===== config.mk =====
export PLATFORM = sky130hd
export DESIGN_NAME = end_accumulator
export DESIGN_NICKNAME = d
export VERILOG_FILES = /design/src/rtl/end_accumulator_pkg.sv /design/src/rtl/end_acc_lane.sv /design/src/rtl/end_accumulator.sv
export SDC_FILE = /design/constraint.sdc
export NUM_CORES = 1
export LEC_CHECK = 0
export CORE_UTILIZATION = 40
export CTS_BUF_LIST = sky130_fd_sc_hd__clkbuf_4 sky130_fd_sc_hd__clkbuf_8
export DETAILED_ROUTE_END_ITERATION = 7
export PLACE_DENSITY = 0.61
export RECOVER_POWER = 100
export SYNTH_ARGS = -nofsm -noshare
export SYNTH_HDL_FRONTEND = slang
export SYNTH_SLANG_ARGS = --single-unit

===== constraint.sdc =====
create_clock -name clk -period 13.85 [get_ports clk]
set_input_delay 2.77 -clock clk [delete_from_list [all_inputs] [get_ports clk]]
set_output_delay 2.77 -clock clk [all_outputs]
set_load 0.02 [all_outputs]

===== src/rtl/end_accumulator_pkg.sv =====
// Shared defaults and FSM state encoding for the multi-lane end accumulator.
package end_accumulator_pkg;

    localparam int unsigned DefDwidth = 32;
    localparam int unsigned DefLanes  = 4;
    localparam int unsigned DefLenW   = 8;

    typedef enum logic [0:0] {
        StIdle = 1'b0,
        StAcc  = 1'b1
    } acc_state_e;

endpackage


===== src/rtl/end_acc_lane.sv =====
// One accumulation lane: wide accumulator, seed/product add, saturate or wrap, overflow flag.
module end_acc_lane #(
    parameter int unsigned DWIDTH = 32,
    parameter int unsigned LEN_W  = 8
) (
    input  logic                     clk_i,
    input  logic                     rst_i,
    input  logic                     clear_i,
    input  logic                     load_i,
    input  logic                     add_i,
    input  logic                     capture_i,
    input  logic                     sat_i,
    input  logic signed [DWIDTH-1:0] sum_i,
    input  logic signed [DWIDTH-1:0] prod_i,
    output logic        [DWIDTH-1:0] res_o,
    output logic                     ovf_o
);

    localparam int unsigned AW = DWIDTH + LEN_W + 1;
    localparam logic signed [AW-1:0] MaxV = {{(AW-DWIDTH+1){1'b0}}, {(DWIDTH-1){1'b1}}};
    localparam logic signed [AW-1:0] MinV = {{(AW-DWIDTH+1){1'b1}}, {(DWIDTH-1){1'b0}}};

    logic signed [AW-1:0] acc_q, acc_d, sum_ext, prod_ext;
    logic        [DWIDTH-1:0] res_q, res_d;
    logic                     ovf_q, ovf_d, ovf_hi, ovf_lo;

    assign sum_ext  = {{(AW-DWIDTH){sum_i[DWIDTH-1]}}, sum_i};
    assign prod_ext = {{(AW-DWIDTH){prod_i[DWIDTH-1]}}, prod_i};

    always_comb begin
        acc_d = acc_q;
        if (clear_i) begin
            acc_d = '0;
        end else if (load_i) begin
            acc_d = sum_ext + prod_ext;
        end else if (add_i) begin
            acc_d = acc_q + prod_ext;
        end
    end

    // The result is formed from the value that includes the current (last) beat.
    always_comb begin
        ovf_hi = (acc_d > MaxV);
        ovf_lo = (acc_d < MinV);
        ovf_d  = ovf_hi || ovf_lo;
        res_d  = acc_d[DWIDTH-1:0];
        if (sat_i && ovf_hi) begin
            res_d = MaxV[DWIDTH-1:0];
        end else if (sat_i && ovf_lo) begin
            res_d = MinV[DWIDTH-1:0];
        end
    end

    always_ff @(posedge clk_i) begin
        if (rst_i) begin
            acc_q <= '0;
            res_q <= '0;
            ovf_q <= 1'b0;
        end else begin
            acc_q <= acc_d;
            if (capture_i) begin
                res_q <= res_d;
                ovf_q <= ovf_d;
            end
        end
    end

    assign res_o = res_q;
    assign ovf_o = ovf_q;

endmodule


===== src/rtl/end_accumulator.sv =====
// Multi-lane end accumulator: sums a burst of beats per lane and presents one result per burst.
module end_accumulator
    import end_accumulator_pkg::*;
#(
    parameter int unsigned DWIDTH = DefDwidth,
    parameter int unsigned LANES  = DefLanes,
    parameter int unsigned LEN_W  = DefLenW
) (
    input  logic                    clk,
    input  logic                    rst,
    input  logic [LEN_W-1:0]        cfg_len,
    input  logic                    sat_en,
    input  logic                    abort,
    input  logic                    in_valid,
    output logic                    in_ready,
    input  logic [LANES*DWIDTH-1:0] sum_in,
    input  logic [LANES*DWIDTH-1:0] prod_in,
    output logic [LANES*DWIDTH-1:0] sum_out,
    output logic [LANES-1:0]        ovf_out,
    output logic                    out_valid,
    input  logic                    out_ready
);

    acc_state_e       state_q, state_d;
    logic [LEN_W-1:0] cnt_q, cnt_d, len_q, len_d, eff_len;
    logic [LEN_W:0]   cnt_inc;
    logic             sat_q, sat_d, out_valid_q, out_valid_d;
    logic             accept, first, acc_beat, last, sat_eff;

    always_ff @(posedge clk) begin
        if (rst) begin
            state_q     <= StIdle;
            cnt_q       <= '0;
            len_q       <= '0;
            sat_q       <= 1'b0;
            out_valid_q <= 1'b0;
        end else begin
            state_q     <= state_d;
            cnt_q       <= cnt_d;
            len_q       <= len_d;
            sat_q       <= sat_d;
            out_valid_q <= out_valid_d;
        end
    end

    always_comb begin
        accept   = in_valid && in_ready && !abort;
        first    = accept && (state_q == StIdle);
        acc_beat = accept && (state_q == StAcc);
        eff_len  = (cfg_len == '0) ? LEN_W'(1) : cfg_len;
        cnt_inc  = {1'b0, cnt_q} + {{LEN_W{1'b0}}, 1'b1};
        last     = (first && (eff_len == LEN_W'(1))) ||
                   (acc_beat && (cnt_inc == {1'b0, len_q}));

        state_d     = state_q;
        cnt_d       = cnt_q;
        len_d       = len_q;
        sat_d       = sat_q;
        out_valid_d = out_valid_q;

        if (last) begin
            out_valid_d = 1'b1;
        end else if (out_ready) begin
            out_valid_d = 1'b0;
        end

        if (abort) begin
            state_d = StIdle;
            cnt_d   = '0;
        end else if (first) begin
            len_d   = eff_len;
            sat_d   = sat_en;
            state_d = last ? StIdle : StAcc;
            cnt_d   = last ? '0 : LEN_W'(1);
        end else if (acc_beat) begin
            state_d = last ? StIdle : StAcc;
            cnt_d   = last ? '0 : cnt_inc[LEN_W-1:0];
        end
    end

    always_comb begin
        in_ready  = !(out_valid_q && !out_ready);
        out_valid = out_valid_q;
        // A single-beat burst never latches, so the live sat_en applies in IDLE.
        sat_eff   = (state_q == StIdle) ? sat_en : sat_q;
    end

    for (genvar g = 0; g < LANES; g++) begin : g_lane
        end_acc_lane #(
            .DWIDTH(DWIDTH),
            .LEN_W (LEN_W)
        ) u_lane (
            .clk_i    (clk),
            .rst_i    (rst),
            .clear_i  (abort),
            .load_i   (first),
            .add_i    (acc_beat),
            .capture_i(last),
            .sat_i    (sat_eff),
            .sum_i    (sum_in[g*DWIDTH +: DWIDTH]),
            .prod_i   (prod_in[g*DWIDTH +: DWIDTH]),
            .res_o    (sum_out[g*DWIDTH +: DWIDTH]),
            .ovf_o    (ovf_out[g])
        );
    end

endmodule

==> impl_metrics.csv <==
group,metric,value,unit
run_status,status,"finished with violations",
run_status,failed_checks,"capacitance limit, slew limit",
yosys,ys_async_sr_fraction,0,%
clocking,cts_tree,"done",
route,via_per_inst,5.95,
run,cap_violations,6,
placed_design,gp_congestion,0.948,
timing,timing_hold_violations_final,0,
clocking,cts_sinks,315,
global_route,grt_max_degree,162,
critical_path,reg2reg_from,"out_valid",
timing,tightest_slew,2.62,ns
yosys,syn_avg_cell_area,7.29,um2
yosys,synth.area.top_cells,"dfxtp_1 (21%), ha_1 (12%), a21oi_1 (7.4%)",
timing,maxSlewHeadroom,-74.7,%
route,drc,0,
timing,finalClockSkew,0.0348,ns
die,ios,404,
yosys,syn_nets,4677,
clocking,ctsResizeCount,0,
die,num_rows,100,
timing,tns,0,ns
cells_and_area,seq_area,6310,um2
yosys,yosysSeqAreaShare,21.0,%
global_route,grt_overflow,0,
clocking,h-tree-depth,2,
min_path,min-delay-path-class,"register to register",
critical_path,crit_start,"out_ready",
clocking,clockRootBuffer,"clkbuf_8",
cells_and_area,multi_input_area,22400,um2
die,core,74300,um2
yosys,synth-main-ff-cell,"dfxtp_1",
die,die_width,276,um
timing,fin_crit_sh,74.7,%
critical_path,ff2ff_setup_slack,5.87,ns
global_route,first_global_vias,29900,
power_and_ir_drop,ir_drop,0.0752,mV
critical_path,critPathSlowestCell,"clkbuf_1",
yosys,yosys.area.top_type,"dfxtp_1",
cells_and_area,final_cell_mix,"a21oi_1 (444), nor2_1 (431), nand2_1 (381), o21ai_0 (349), dfxtp_1 (314)",
die,initial_core_util,40.3,%
power_and_ir_drop,power_density,81.8,nW/um2
critical_path,slowest_delay,1.92,ns
critical_path,timing.rr.end,"g_lane[2].u_lane.res_o[28]",
die,die_h,276,um
cells_and_area,drive_gt1_share,4.30,%
critical_path,arrival,10.96,ns
yosys,synthCells,4110,
timing,rsz0062_at_grt,"false",
clocking,clock_path_buffers,3,
critical_path,crit_fanout,50,
placed_design,io_buffers,403,
clocking,ctsHoldBuffers,0,
critical_path,crit_top_cell,"clkbuf_1",
cells_and_area,final_nets,4920,
route,ant_nets,0,
critical_path,critPathLaunchType,"primary input",
clocking,insertion_delay,0.70,ns
timing,clock.fmax,0.0966,GHz
critical_path,worstRegToRegCells,15,
route,detail_route.wirelength,114000,um
critical_path,end_kind,"register",
power_and_ir_drop,p_leak,15.0,nW
clocking,cts_setup_buffers,0,
power_and_ir_drop,power,0.00293,W
placed_design,hpwl,86100,um
yosys,yosysUniqueCellTypes,82,
clocking,cts_buffers,60,
yosys,synthesis.area,30000,um2
die,dieArea,76000,um2
cells_and_area,n_fill_cell,7562,
clocking,clkSlewWorstSetupHoldPaths,0.06,ns
yosys,synth_seq_cells,315,
yosys,synth_warnings,0,
global_route,grt_util_all_layers,28.9,%
yosys,synth-edff-count,0,
cells_and_area,area_delta_synth_final,19.6,%
route,first_pass_iters,5,
timing,slew_violations,230,
route,vias,31900,
yosys,synth_top_area_share,21.0,%
critical_path,critPathRequiredTime,14.46,ns
route,drtIter0Drc,2167,
timing,post-route-min-period,10.35,ns
route,avgRoutedWirePerCell,21.3,um
critical_path,cp_cell_sequence,"dlygate4sd3_1, nand2b_1, nand3_1, clkbuf_1, buf_4, nor2_1, clkbuf_1, nand2_1, a21oi_1, nor2_1, nand2_1, or3_1, o31a_1, clkbuf_1, a2111o_1, a211oi_1",
global_route,antenna_found_initial,3,
critical_path,endpoint,"g_lane[2].u_lane.res_o[28]",
timing,setup_viol,0,
critical_path,critPathKind,"primary input to register",
global_route,grt_pass1_wl,173000,um
cells_and_area,layout_commonest_cell,"a21oi_1",
==> how the worst min path moves through the flow <==
stage	slack, ns	from	to	cells after the start
after CTS	0.47	len_q[3]	len_q[3]	2
after global placement	0.45	len_q[3]	len_q[3]	2
final	0.46	len_q[3]	len_q[3]	2
after floorplan	0.44	g_lane[0].u_lane.ovf_o	g_lane[0].u_lane.ovf_o	2
after detailed placement	0.46	len_q[3]	len_q[3]	2
after global routing	0.49	len_q[6]	len_q[6]	2
==> worst max-delay path: cells and delay by family <==
kind                   cells  cell delay, ns
AOI/OAI and AO/OA          4            1.15
buffers and inverters      5            4.76
and+or+nand+nor            7            2.25
==> cells by family after synthesis <==
group	after synthesis	synth area share (%)
simple gates	1396	21.8
flops	315	21.0
xor+xnor	221	6.46
mux	36	1.22
compound gates	1518	32.6
fa+ha+maj	297	12.6
buf+inv	327	4.21
==> per-layer routing <==
layer	track usage, %	part of all wire (%)	routed length (um)	up-vias
met5	0	0	0	-
met4	8.56	3.0	3460	0
met3	3.99	6.5	7460	177
met2	46.2	44	50600	1062
met1	40.1	46	52800	14900
li1	-	-	-	15800
==> final cells by class <==
type | count | share of cell area (%)
Clock buffer | 91 | 3.23
Sequential cell | 315 | 17.6
Clock inverter | 15 | 0.545
Antenna cell | 3 | 0.0209
Timing Repair Buffer | 430 | 11.8
Multi-Input combinational cell | 3468 | 62.6
Inverter | 78 | 0.824
Tap cell | 969 | 3.38
==> synth_stat cells, types with 100 or more instances <==
library cell  count
a211oi_1        103
a21o_1          122
a21oi_1         445
clkbuf_1        207
dfxtp_1         315
ha_1            289
nand2_1         383
nor2_1          431
nor3_1          126
o211ai_1        100
o21ai_0         348
xnor2_1         135
==> power by group <==
group,total [W],internal [W],switching [W]
registers,0.000945,0.000928,0.0000167
clock network,0.00106,0.000608,0.000452
logic,0.000927,0.000369,0.000558
total,0.00293,0.00191,0.00103
==> metrics by stage <==
| stage | util (%) | area, um2 | hold WS, ns | worst slack (ns) | instances |
|---|---|---|---|---|---|
| 2_1_floorplan | - | 30000 | 0.436 | 7.28 | 4110 |
| 3_3_place_gp | 46.5 | 34600 | 0.455 | 5.96 | 5260 |
| 3_5_place_dp | 46.5 | 34600 | 0.459 | 5.87 | 5260 |
| 4_1_cts | 48.3 | 35900 | 0.467 | 6.55 | 5366 |
| 5_1_grt | 48.2 | 35800 | 0.487 | 3.15 | 5368 |
| 6_report | 48.2 | 35800 | 0.463 | 3.50 | 5369 |
==> state kept, by name, indices dropped and copies added, names as in the netlist <==
signal	cells
cnt_q	8
out_valid	1
g_lane.u_lane.ovf_o	4
state_q	1
g_lane.u_lane.res_o	128
g_lane.u_lane.acc_q	164
sat_q	1
len_q	8
(Power assumes the default switching activity.)
